## src/rtl/clock_div_pkg.sv

```systemverilog
// Shared types and default constants for the divide-by-3 clock family.
package clock_div_pkg;

  typedef enum logic [1:0] {
    IDLE    = 2'd0,
    ACQUIRE = 2'd1,
    LOCKED  = 2'd2,
    FAULT   = 2'd3
  } monitor_state_t;

  localparam int unsigned DIV_RATIO_DEF  = 3;
  localparam int unsigned LOCK_COUNT_DEF = 4;

endpackage

```

## src/rtl/clock_ratio_monitor_if.sv

```systemverilog
// Control and status bundle of the clock ratio monitor.
interface clock_ratio_monitor_if #(
  parameter int unsigned CNT_W = 8
);
  logic             clk_div_in;
  logic             enable;
  logic             clear_fault;
  logic             edge_pulse;
  logic [CNT_W-1:0] period;
  logic             period_valid;
  logic             locked;
  logic             fault;

  modport master (
    output clk_div_in, enable, clear_fault,
    input  edge_pulse, period, period_valid, locked, fault
  );

  modport slave (
    input  clk_div_in, enable, clear_fault,
    output edge_pulse, period, period_valid, locked, fault
  );
endinterface

```

## src/rtl/sync_edge_detect.sv

```systemverilog
// Multi-flop synchronizer for an asynchronous level, followed by a rising-edge detector.
module sync_edge_detect #(
  parameter int unsigned SYNC_STAGES = 2
) (
  input  logic clkin,
  input  logic reset,
  input  logic d,
  output logic rise
);
  logic [SYNC_STAGES-1:0] sync_q;
  logic                   prev_q;

  always_ff @(posedge clkin or negedge reset) begin
    if (!reset) begin
      sync_q <= '0;
      prev_q <= 1'b0;
    end else begin
      sync_q <= {sync_q[SYNC_STAGES-2:0], d};
      prev_q <= sync_q[SYNC_STAGES-1];
    end
  end

  assign rise = sync_q[SYNC_STAGES-1] & ~prev_q;

endmodule

```

## src/rtl/clock_ratio_monitor.sv

```systemverilog
// Measures clk_div_in periods in clkin cycles, locks after a run of correct
// periods and raises a sticky fault on a wrong period or a lost clock.
module clock_ratio_monitor
  import clock_div_pkg::*;
#(
  parameter int unsigned DIV_RATIO   = DIV_RATIO_DEF,
  parameter int unsigned CNT_W       = 8,
  parameter int unsigned LOCK_COUNT  = LOCK_COUNT_DEF,
  parameter int unsigned TIMEOUT     = 12,
  parameter int unsigned SYNC_STAGES = 2
) (
  input logic                  clkin,
  input logic                  reset,
  clock_ratio_monitor_if.slave mon
);
  localparam int unsigned      MATCH_W = $clog2(LOCK_COUNT + 1);
  localparam logic [CNT_W-1:0] CNT_MAX = {CNT_W{1'b1}};

  monitor_state_t     state, state_nxt;
  logic [MATCH_W-1:0] match_cnt, match_nxt;
  logic               arm_clr;
  logic               rise;
  logic               timeout;
  logic               meas_ok;
  logic [CNT_W-1:0]   cnt;
  logic [CNT_W-1:0]   period_q;
  logic               armed;
  logic               edge_pulse_q;
  logic               period_valid_q;
  logic               locked_q;
  logic               fault_q;

  sync_edge_detect #(.SYNC_STAGES(SYNC_STAGES)) u_sync (
    .clkin (clkin),
    .reset (reset),
    .d     (mon.clk_div_in),
    .rise  (rise)
  );

  assign timeout = (cnt == CNT_W'(TIMEOUT));
  assign meas_ok = (period_q == CNT_W'(DIV_RATIO));

  // State register; locked/fault follow the next state so they track it exactly.
  always_ff @(posedge clkin or negedge reset) begin
    if (!reset) begin
      state     <= IDLE;
      match_cnt <= '0;
      locked_q  <= 1'b0;
      fault_q   <= 1'b0;
    end else begin
      state     <= state_nxt;
      match_cnt <= match_nxt;
      locked_q  <= (state_nxt == LOCKED);
      fault_q   <= (state_nxt == FAULT);
    end
  end

  // Decisions act on the registered measurement, one cycle after period_valid.
  always_comb begin
    state_nxt = state;
    match_nxt = match_cnt;
    arm_clr   = 1'b0;
    if (!mon.enable) begin
      state_nxt = IDLE;
      match_nxt = '0;
    end else begin
      case (state)
        IDLE: begin
          state_nxt = ACQUIRE;
          match_nxt = '0;
        end
        ACQUIRE: begin
          if (timeout) begin
            match_nxt = '0;
            arm_clr   = 1'b1;
          end else if (period_valid_q) begin
            if (!meas_ok) begin
              match_nxt = '0;
            end else if (match_cnt == MATCH_W'(LOCK_COUNT - 1)) begin
              match_nxt = '0;
              state_nxt = LOCKED;
            end else begin
              match_nxt = match_cnt + MATCH_W'(1);
            end
          end
        end
        LOCKED: begin
          if (timeout || (period_valid_q && !meas_ok)) state_nxt = FAULT;
        end
        FAULT: begin
          if (mon.clear_fault) begin
            state_nxt = ACQUIRE;
            match_nxt = '0;
            arm_clr   = 1'b1;
          end
        end
        default: state_nxt = IDLE;
      endcase
    end
  end

  // Period counter and measurement; the first edge after (re)arming only starts timing.
  always_ff @(posedge clkin or negedge reset) begin
    if (!reset) begin
      cnt            <= '0;
      armed          <= 1'b0;
      period_q       <= '0;
      period_valid_q <= 1'b0;
      edge_pulse_q   <= 1'b0;
    end else begin
      edge_pulse_q   <= rise;
      period_valid_q <= 1'b0;
      if (state == IDLE) begin
        cnt   <= '0;
        armed <= 1'b0;
      end else begin
        if (rise)                cnt <= '0;
        else if (cnt != CNT_MAX) cnt <= cnt + CNT_W'(1);

        if (arm_clr) begin
          armed <= 1'b0;
        end else if (rise) begin
          armed <= 1'b1;
          if (armed) begin
            period_q       <= (cnt == CNT_MAX) ? cnt : cnt + CNT_W'(1);
            period_valid_q <= 1'b1;
          end
        end
      end
    end
  end

  assign mon.edge_pulse   = edge_pulse_q;
  assign mon.period       = period_q;
  assign mon.period_valid = period_valid_q;
  assign mon.locked       = locked_q;
  assign mon.fault        = fault_q;

endmodule

```

## src/flat_wrapper.sv

```systemverilog
// flat-port wrapper written by rule: the top's interface ports become plain ports
module clock_ratio_monitor_flat import clock_div_pkg::*;
#(
  parameter int unsigned DIV_RATIO   = DIV_RATIO_DEF,
  parameter int unsigned CNT_W       = 8,
  parameter int unsigned LOCK_COUNT  = LOCK_COUNT_DEF,
  parameter int unsigned TIMEOUT     = 12,
  parameter int unsigned SYNC_STAGES = 2
)
  (clkin, reset, mon_clk_div_in, mon_enable, mon_clear_fault, mon_edge_pulse, mon_period, mon_period_valid, mon_locked, mon_fault);
  clock_ratio_monitor_if #(.CNT_W(CNT_W)) mon_i ();
  input logic clkin;
  input logic reset;
  input wire logic [$bits(mon_i.clk_div_in)-1:0] mon_clk_div_in;
  input wire logic [$bits(mon_i.enable)-1:0] mon_enable;
  input wire logic [$bits(mon_i.clear_fault)-1:0] mon_clear_fault;
  output wire logic [$bits(mon_i.edge_pulse)-1:0] mon_edge_pulse;
  output wire logic [$bits(mon_i.period)-1:0] mon_period;
  output wire logic [$bits(mon_i.period_valid)-1:0] mon_period_valid;
  output wire logic [$bits(mon_i.locked)-1:0] mon_locked;
  output wire logic [$bits(mon_i.fault)-1:0] mon_fault;
  assign mon_i.clk_div_in = mon_clk_div_in;
  assign mon_i.enable = mon_enable;
  assign mon_i.clear_fault = mon_clear_fault;
  assign mon_edge_pulse = mon_i.edge_pulse;
  assign mon_period = mon_i.period;
  assign mon_period_valid = mon_i.period_valid;
  assign mon_locked = mon_i.locked;
  assign mon_fault = mon_i.fault;
  clock_ratio_monitor #(.DIV_RATIO(DIV_RATIO), .CNT_W(CNT_W), .LOCK_COUNT(LOCK_COUNT), .TIMEOUT(TIMEOUT), .SYNC_STAGES(SYNC_STAGES)) u_core (.clkin(clkin), .reset(reset), .mon(mon_i));
endmodule
```

## config.mk

```make
export PLATFORM = sky130hd
export DESIGN_NAME = clock_ratio_monitor_flat
export DESIGN_NICKNAME = d
export VERILOG_FILES = /design/src/rtl/clock_div_pkg.sv /design/src/rtl/clock_ratio_monitor_if.sv /design/src/rtl/sync_edge_detect.sv /design/src/rtl/clock_ratio_monitor.sv /design/src/flat_wrapper.sv
export SDC_FILE = /design/constraint.sdc
export NUM_CORES = 1
export LEC_CHECK = 0
export CORE_UTILIZATION = 55
export CTS_BUF_LIST = sky130_fd_sc_hd__clkbuf_2
export DETAILED_ROUTE_END_ITERATION = 8
export DONT_BUFFER_PORTS = 1
export PLACE_DENSITY = 0.7
export SLEW_MARGIN = 10
export SYNTH_ARGS = -nofsm -noshare
export SYNTH_HDL_FRONTEND = slang
export SYNTH_SLANG_ARGS = --single-unit
```

## constraint.sdc

```tcl
create_clock -name clkin -period 4.7 [get_ports clkin]
set_input_delay 0.94 -clock clkin [delete_from_list [all_inputs] [get_ports clkin]]
set_output_delay 0.94 -clock clkin [all_outputs]
set_load 0.1 [all_outputs]
```

Yosys cells after proc, flatten, opt, wreduce, memory -nomap -nowiden
Cells that the tools add are included.
W data, S select, Z words.
{"block": "word_totals", "regBits": 29, "inputBits": 5, "elab_cells": 68}
{"block": "op_classes", "n_addsub": 2, "n_eq_ne": 13, "n_mux": 30, "bitwise": 4, "n_reduce_logical": 8}
{"operator": "$mux W8", "n": 4}
{"operator": "$mux W3", "n": 6}
{"operator": "$mux W2", "n": 7}
{"operator": "$mux W1", "n": 10}
{"operator": "$pmux W3 S3", "n": 1}
{"operator": "$add A8 B1 Y8 const B", "n": 1}
{"operator": "$eq A2 B2 Y1 const B", "n": 4}
{"operator": "$eq A8 B2 Y1 const B", "n": 1}
{"operator": "$eq A8 B4 Y1 const B", "n": 1}
{"operator": "$eq A8 B8 Y1 const B", "n": 1}
{"operator": "$ne A8 B8 Y1 const B", "n": 1}
{"operator": "$pmux W2 S4", "n": 1}
{"operator": "$reduce_bool A3 Y1", "n": 2}
{"operator": "$ne A4 B1 Y1 const B", "n": 1}
{"operator": "$ne A4 B2 Y1 const B", "n": 1}
{"operator": "$reduce_and A4 Y1", "n": 1}
{"operator": "$add A3 B1 Y3 const B", "n": 1}
{"operator": "$eq A3 B2 Y1 const B", "n": 1}
{"operator": "$ne A3 B3 Y1 const B", "n": 1}
{"operator": "$not A1 Y1", "n": 3}
{"operator": "$reduce_and A3 Y1", "n": 1}
{"operator": "$eq A2 B1 Y1 const B", "n": 1}
{"operator": "$logic_not A2 Y1", "n": 1}
{"operator": "$pmux W1 S2", "n": 1}
{"operator": "other kinds (4)", "n": 4}

Depth between registers and ports, before layout
{"block": "logic_depth", "ltp_word": 8, "mapped_depth": 7}

Modules after synthesis
A second synthesis with hierarchy kept.
{"block": "unflattened", "hier_cells": 119, "area_unflattened_um2": 1353.8}
{"mod": "clock_ratio_monitor", "instances": 1, "cells_per_inst": 115, "area_per_inst_um2": 1265.0, "seq_area_each_um2": 650.6}
{"mod": "sync_edge_detect", "instances": 1, "cells_per_inst": 4, "area_per_inst_um2": 88.8, "seq_area_each_um2": 75.1}

Worst setup path after synthesis
Ideal clock, no wire load.
{"block": "synth_timing", "kind": "in2reg", "start": "input port mon_clear_fault", "end": "register u_core.period_q[0] (netlist: u_core.mon.period[0])", "setup_ns": 0.126, "t_arrival_ns": 1.990, "setup_slack_ns": 2.584, "stages": 3, "path_cell_list": "a22o_4 -> a211oi_4 -> mux2_2"}
{"block": "synth_between", "elab_chain_len": 5}
{"element": "start, declared", "line_no": "flat_wrapper.sv:16", "rtl": "input wire logic [$bits(mon_i.clear_fault)-1:0] mon_clear_fault;"}
{"element": "$mux W1", "line_no": "clock_ratio_monitor.sv:91", "rtl": "if (mon.clear_fault) begin"}
{"element": "$pmux W1 S2", "line_no": "clock_ratio_monitor.sv:67", "rtl": "case (state)"}
{"element": "$mux W1", "line_no": "clock_ratio_monitor.sv:63", "rtl": "if (!mon.enable) begin"}
{"element": "$not A1 Y1 (no source line)"}
{"element": "$reduce_and A4 Y1 (no source line)"}
{"element": "end signal, assigned", "line_no": "clock_ratio_monitor.sv:125", "rtl": "period_q <= (cnt == CNT_MAX) ? cnt : cnt + CNT_W'(1);"}
{"element": "end, declared", "line_no": "clock_ratio_monitor.sv:26", "rtl": "logic [CNT_W-1:0] period_q;"}
Every way passes these cells.
A chain may end at the register's enable or synchronous reset.

Worst setup path in the final report
{"block": "layout_timing", "start": "register u_core.period_q[4] (netlist: u_core.mon.period[4])", "end": "register u_core.state[0]"}
{"block": "layout_between", "elab_chain_len": 7, "elab_cells_between_ends": 10, "classes_between": "1 x eq/ne; 6 x mux; 3 x reduce/logical"}
{"element": "$eq A8 B2 Y1 *", "line_no": "clock_ratio_monitor.sv:41", "rtl": "assign meas_ok = (period_q == CNT_W'(DIV_RATIO));"}
{"element": "$logic_not A1 Y1"}
{"element": "$logic_and A1 B1 Y1", "line_no": "clock_ratio_monitor.sv:88", "rtl": "if (timeout || (period_valid_q && !meas_ok)) state_nxt = FAULT;"}
{"element": "$logic_or A1 B1 Y1", "line_no": "clock_ratio_monitor.sv:88"}
{"element": "$mux W2", "line_no": "clock_ratio_monitor.sv:88"}
{"element": "$pmux W2 S4 *", "line_no": "clock_ratio_monitor.sv:67"}
{"element": "$mux W2 *", "line_no": "clock_ratio_monitor.sv:63"}
{"element": "via u_core.state_nxt[0]", "line_no": "clock_ratio_monitor.sv:19", "rtl": "monitor_state_t state, state_nxt;"}
{"element": "end signal, assigned", "line_no": "clock_ratio_monitor.sv:51", "rtl": "state <= state_nxt;"}
{"element": "end, declared", "line_no": "clock_ratio_monitor.sv:19"}
Mark *: on every way through the listed nets, which the timed path passes. The rest lies on a longest branch.

==> qor.csv <==
metric,value,unit
Hold Slack,0.254,ns
worst slew pin tran,0.954,ns
Max H-tree Level,2,
Die Height,52.2,um
Layout area overhead,6.59,%
port bufs,0,
Syn Inst Count,126,
Crit path buffers/inverters,0,
Int Power,369,uW
largest net degree at the start of global routing,30,
Max IR drop VDD,356,uV
synth warn,0,
CTS resizes,0,
Synth Area in Simple Gates,0.182,
Leak,0.669,nW
GRT Total Usage,0.237,
post-synth top area share,0.523,
most frequent cells in the layout,"29 x dfrtp_1, 9 x inv_1, 8 x nor2_1, 8 x nor2b_1, 8 x o21ai_0",
largest family of logic cells by synthesized area,simple AND/OR/NAND/NOR gates,
Inserted Clock Buffers,5,
sequential share of the synthesized area,0.523,
net switching power,202,uW
Syn Nets,138,
initial core utilization,0.603,
status,finished clean,
data required time of the worst path,4.93,ns
Avg Inst Size Synth,11.0,um^2
via count,936,
first-pass GRT wire length,4.48,mm
"top cells by area, synth","dfrtp_1 52%, ha_1 6.3%, mux2_2 4.1%, nor2b_1 3.6%, mux2i_1 2.9%",
ys flop type,dfrtp_1,
antenna fix cells,0,
routed len/inst,15.7,um
dpl hpwl,1.82,mm
"commonest non-fill, non-tap cell in the layout",dfrtp_1,
Setup WS post-layout,2.38,ns
CTS Buffer Depth,2,
GPL Wtd Cong,0.813,
postcts setup bufs,0,
Setup Skew,0.0236,ns
Sink Count,29,
fmax,0.432,GHz
vias in the first global route,982,
num rows,17,
Setup Crit Path Kind,flip-flop to flip-flop,
final design utilization,0.643,
Clock transition at path regs,0.16,ns
Final Critical Period,2.32,ns
type of origin of the critical path,flip-flop,
Synth Area in Adders,0.0632,
Synth cell types,35,
Fin. Hold Viols,0,
1st-iter DRT viols,18,
initial antenna violation count,0,
Setup crit end kind,flip-flop,
grt total ovfl,0,
pre-CTS setup slack,2.41,ns
Crit Path Max Fanout,4,
layout cells sized above 1,0.136,
Seq pwr share,0.632,
CTS tree,yes,
mux contribution to synthesized area,0.0695,
Maximum Capacitance Violations,0,
fin crit share,0.493,
crit-path cells,"nor4_1, nand4_1, nor3_1, o311ai_1, o21a_1",
Yosys reg bits,29,
clock share of power,0.309,
die area,2730,um^2
area of the multi-input gates,619,um^2
clk_lat worst skew,0.35,ns
# IOs,17,
post-synthesis xor/xnor area fraction,0.00632,
CP max stage delay,0.77,ns
CP max-delay cell,dfrtp_1,
Rel. slew slack,0.364,
Comb pwr share,0.059,
register area,726,um^2
endpoints failing setup,0,
DRC,0,
number of synthesized flops with an enable pin,0,
CP top delay family,simple AND/OR/NAND/NOR gates,
routed wire length,2.51,mm
CP Data Arrival Time,2.55,ns
async set-reset flop share out of synthesis,1.00,
vias per std cell,5.85,
Routed Antenna Nets,0,
Layout fillers,188,
sw frac,0.354,
PnR Total Power,571,uW
hold buffers post-CTS,0,
CORE AREA,2300,um^2
RSZ-0062 raised after global routing,false,
synthesized cell area,1390,um^2
PD cells,387,nW/um^2
Hold Crit Class,input pin to asynchronous set/reset pin,
Die X,52.2,um
complex-gate fraction of the synthesized area,0.125,
Yosys top cell by area,dfrtp_1,
fin nets,143,
First-pass DRT Iterations,4,
Final Max Slew Viols,0,
setup TNS,0,ns
clk root buf,clkbuf_2,
area by class of cell:
class                      instances  share of cell area
multi-input combinational         86               0.419
sequential                        29               0.491
inverter                           9              0.0229
clock inverter                     2              0.0229
clock buffer                       6              0.0203
tap                               28              0.0237
cell families (layout without fill, tap and decap cells):
family          Yosys count  in the layout
fa+ha+maj                 7              7
flops                    29             29
simple gates             45             45
mux                       9              9
buf+inv                  11             17
compound gates           24             24
xor+xnor                  1              1
worst reg2reg max path, delay by kind of cell, from the launching register on:
family | cells | cell delay, ns
simple gates | 3 | 1.04
flops | 1 | 0.77
compound gates | 2 | 0.39
power by group through the flow:
stage	registers [mW]	logic [mW]	clock network, mW
finish	0.361	0.0337	0.177
global route	0.363	0.0393	0.197
CTS	0.361	0.0341	0.182
detailed placement	0.366	0.0331	0
global placement	0.365	0.0324	0
floorplan	0.362	0.0276	0
state kept, by name (all words and copies together), names as in the netlist:
name,count
u_core.mon.period,8
u_core.mon.locked,1
u_core.mon.edge_pulse,1
u_core.match_cnt,3
u_core.cnt,8
u_core.u_sync.sync_q,2
u_core.u_sync.prev_q,1
u_core.state,2
u_core.mon.period_valid,1
u_core.armed,1
u_core.mon.fault,1
synthesized netlist by cell type (2+ instances only):
library cell,count
nor2_1,8
nand4_1,2
dfrtp_1,29
a21oi_1,3
clkbuf_1,2
nand2_1,7
nor4_1,3
a31oi_1,3
mux2i_1,4
nand2b_1,2
mux2_2,5
o21ai_0,8
nor3_1,2
nor3b_1,2
ha_1,7
nand3_1,3
inv_1,9
a211oi_1,2
o21a_1,2
nor2b_1,8
path summary, 6_finish.rpt:
kind	start	to	slack, ns	cells past startpoint
min in group clkin	u_core.u_sync.sync_q[0]	u_core.u_sync.sync_q[1]	0.36	0
max in group asynchronous	reset	u_core.mon.locked	4.34	0
hold / removal	reset	u_core.match_cnt[1]	0.25	0
hold reg to reg	u_core.u_sync.sync_q[0]	u_core.u_sync.sync_q[1]	0.36	0
setup / recovery	u_core.mon.period[4]	u_core.state[0]	2.38	5
setup reg to reg	u_core.mon.period[4]	u_core.state[0]	2.38	5
layer usage:
metal / up-vias / wire, um / share of wire / track usage
li1: 453 / - / - / -
met1: 456 / 1250 / 0.50 / 0.318
met2: 22 / 1110 / 0.44 / 0.350
met3: 5 / 112 / 0.045 / 0.0754
met4: 0 / 38 / 0.015 / 0.110
met5: - / 0 / 0 / 0
per-stage QoR:
step           cell area, um^2  instances
6_report                  1480        160
5_1_grt                   1480        160
3_5_place_dp              1410        152
2_1_floorplan             1390        126
3_3_place_gp              1410        152
4_1_cts                   1480        160
Power figures use the tool's default switching activity.
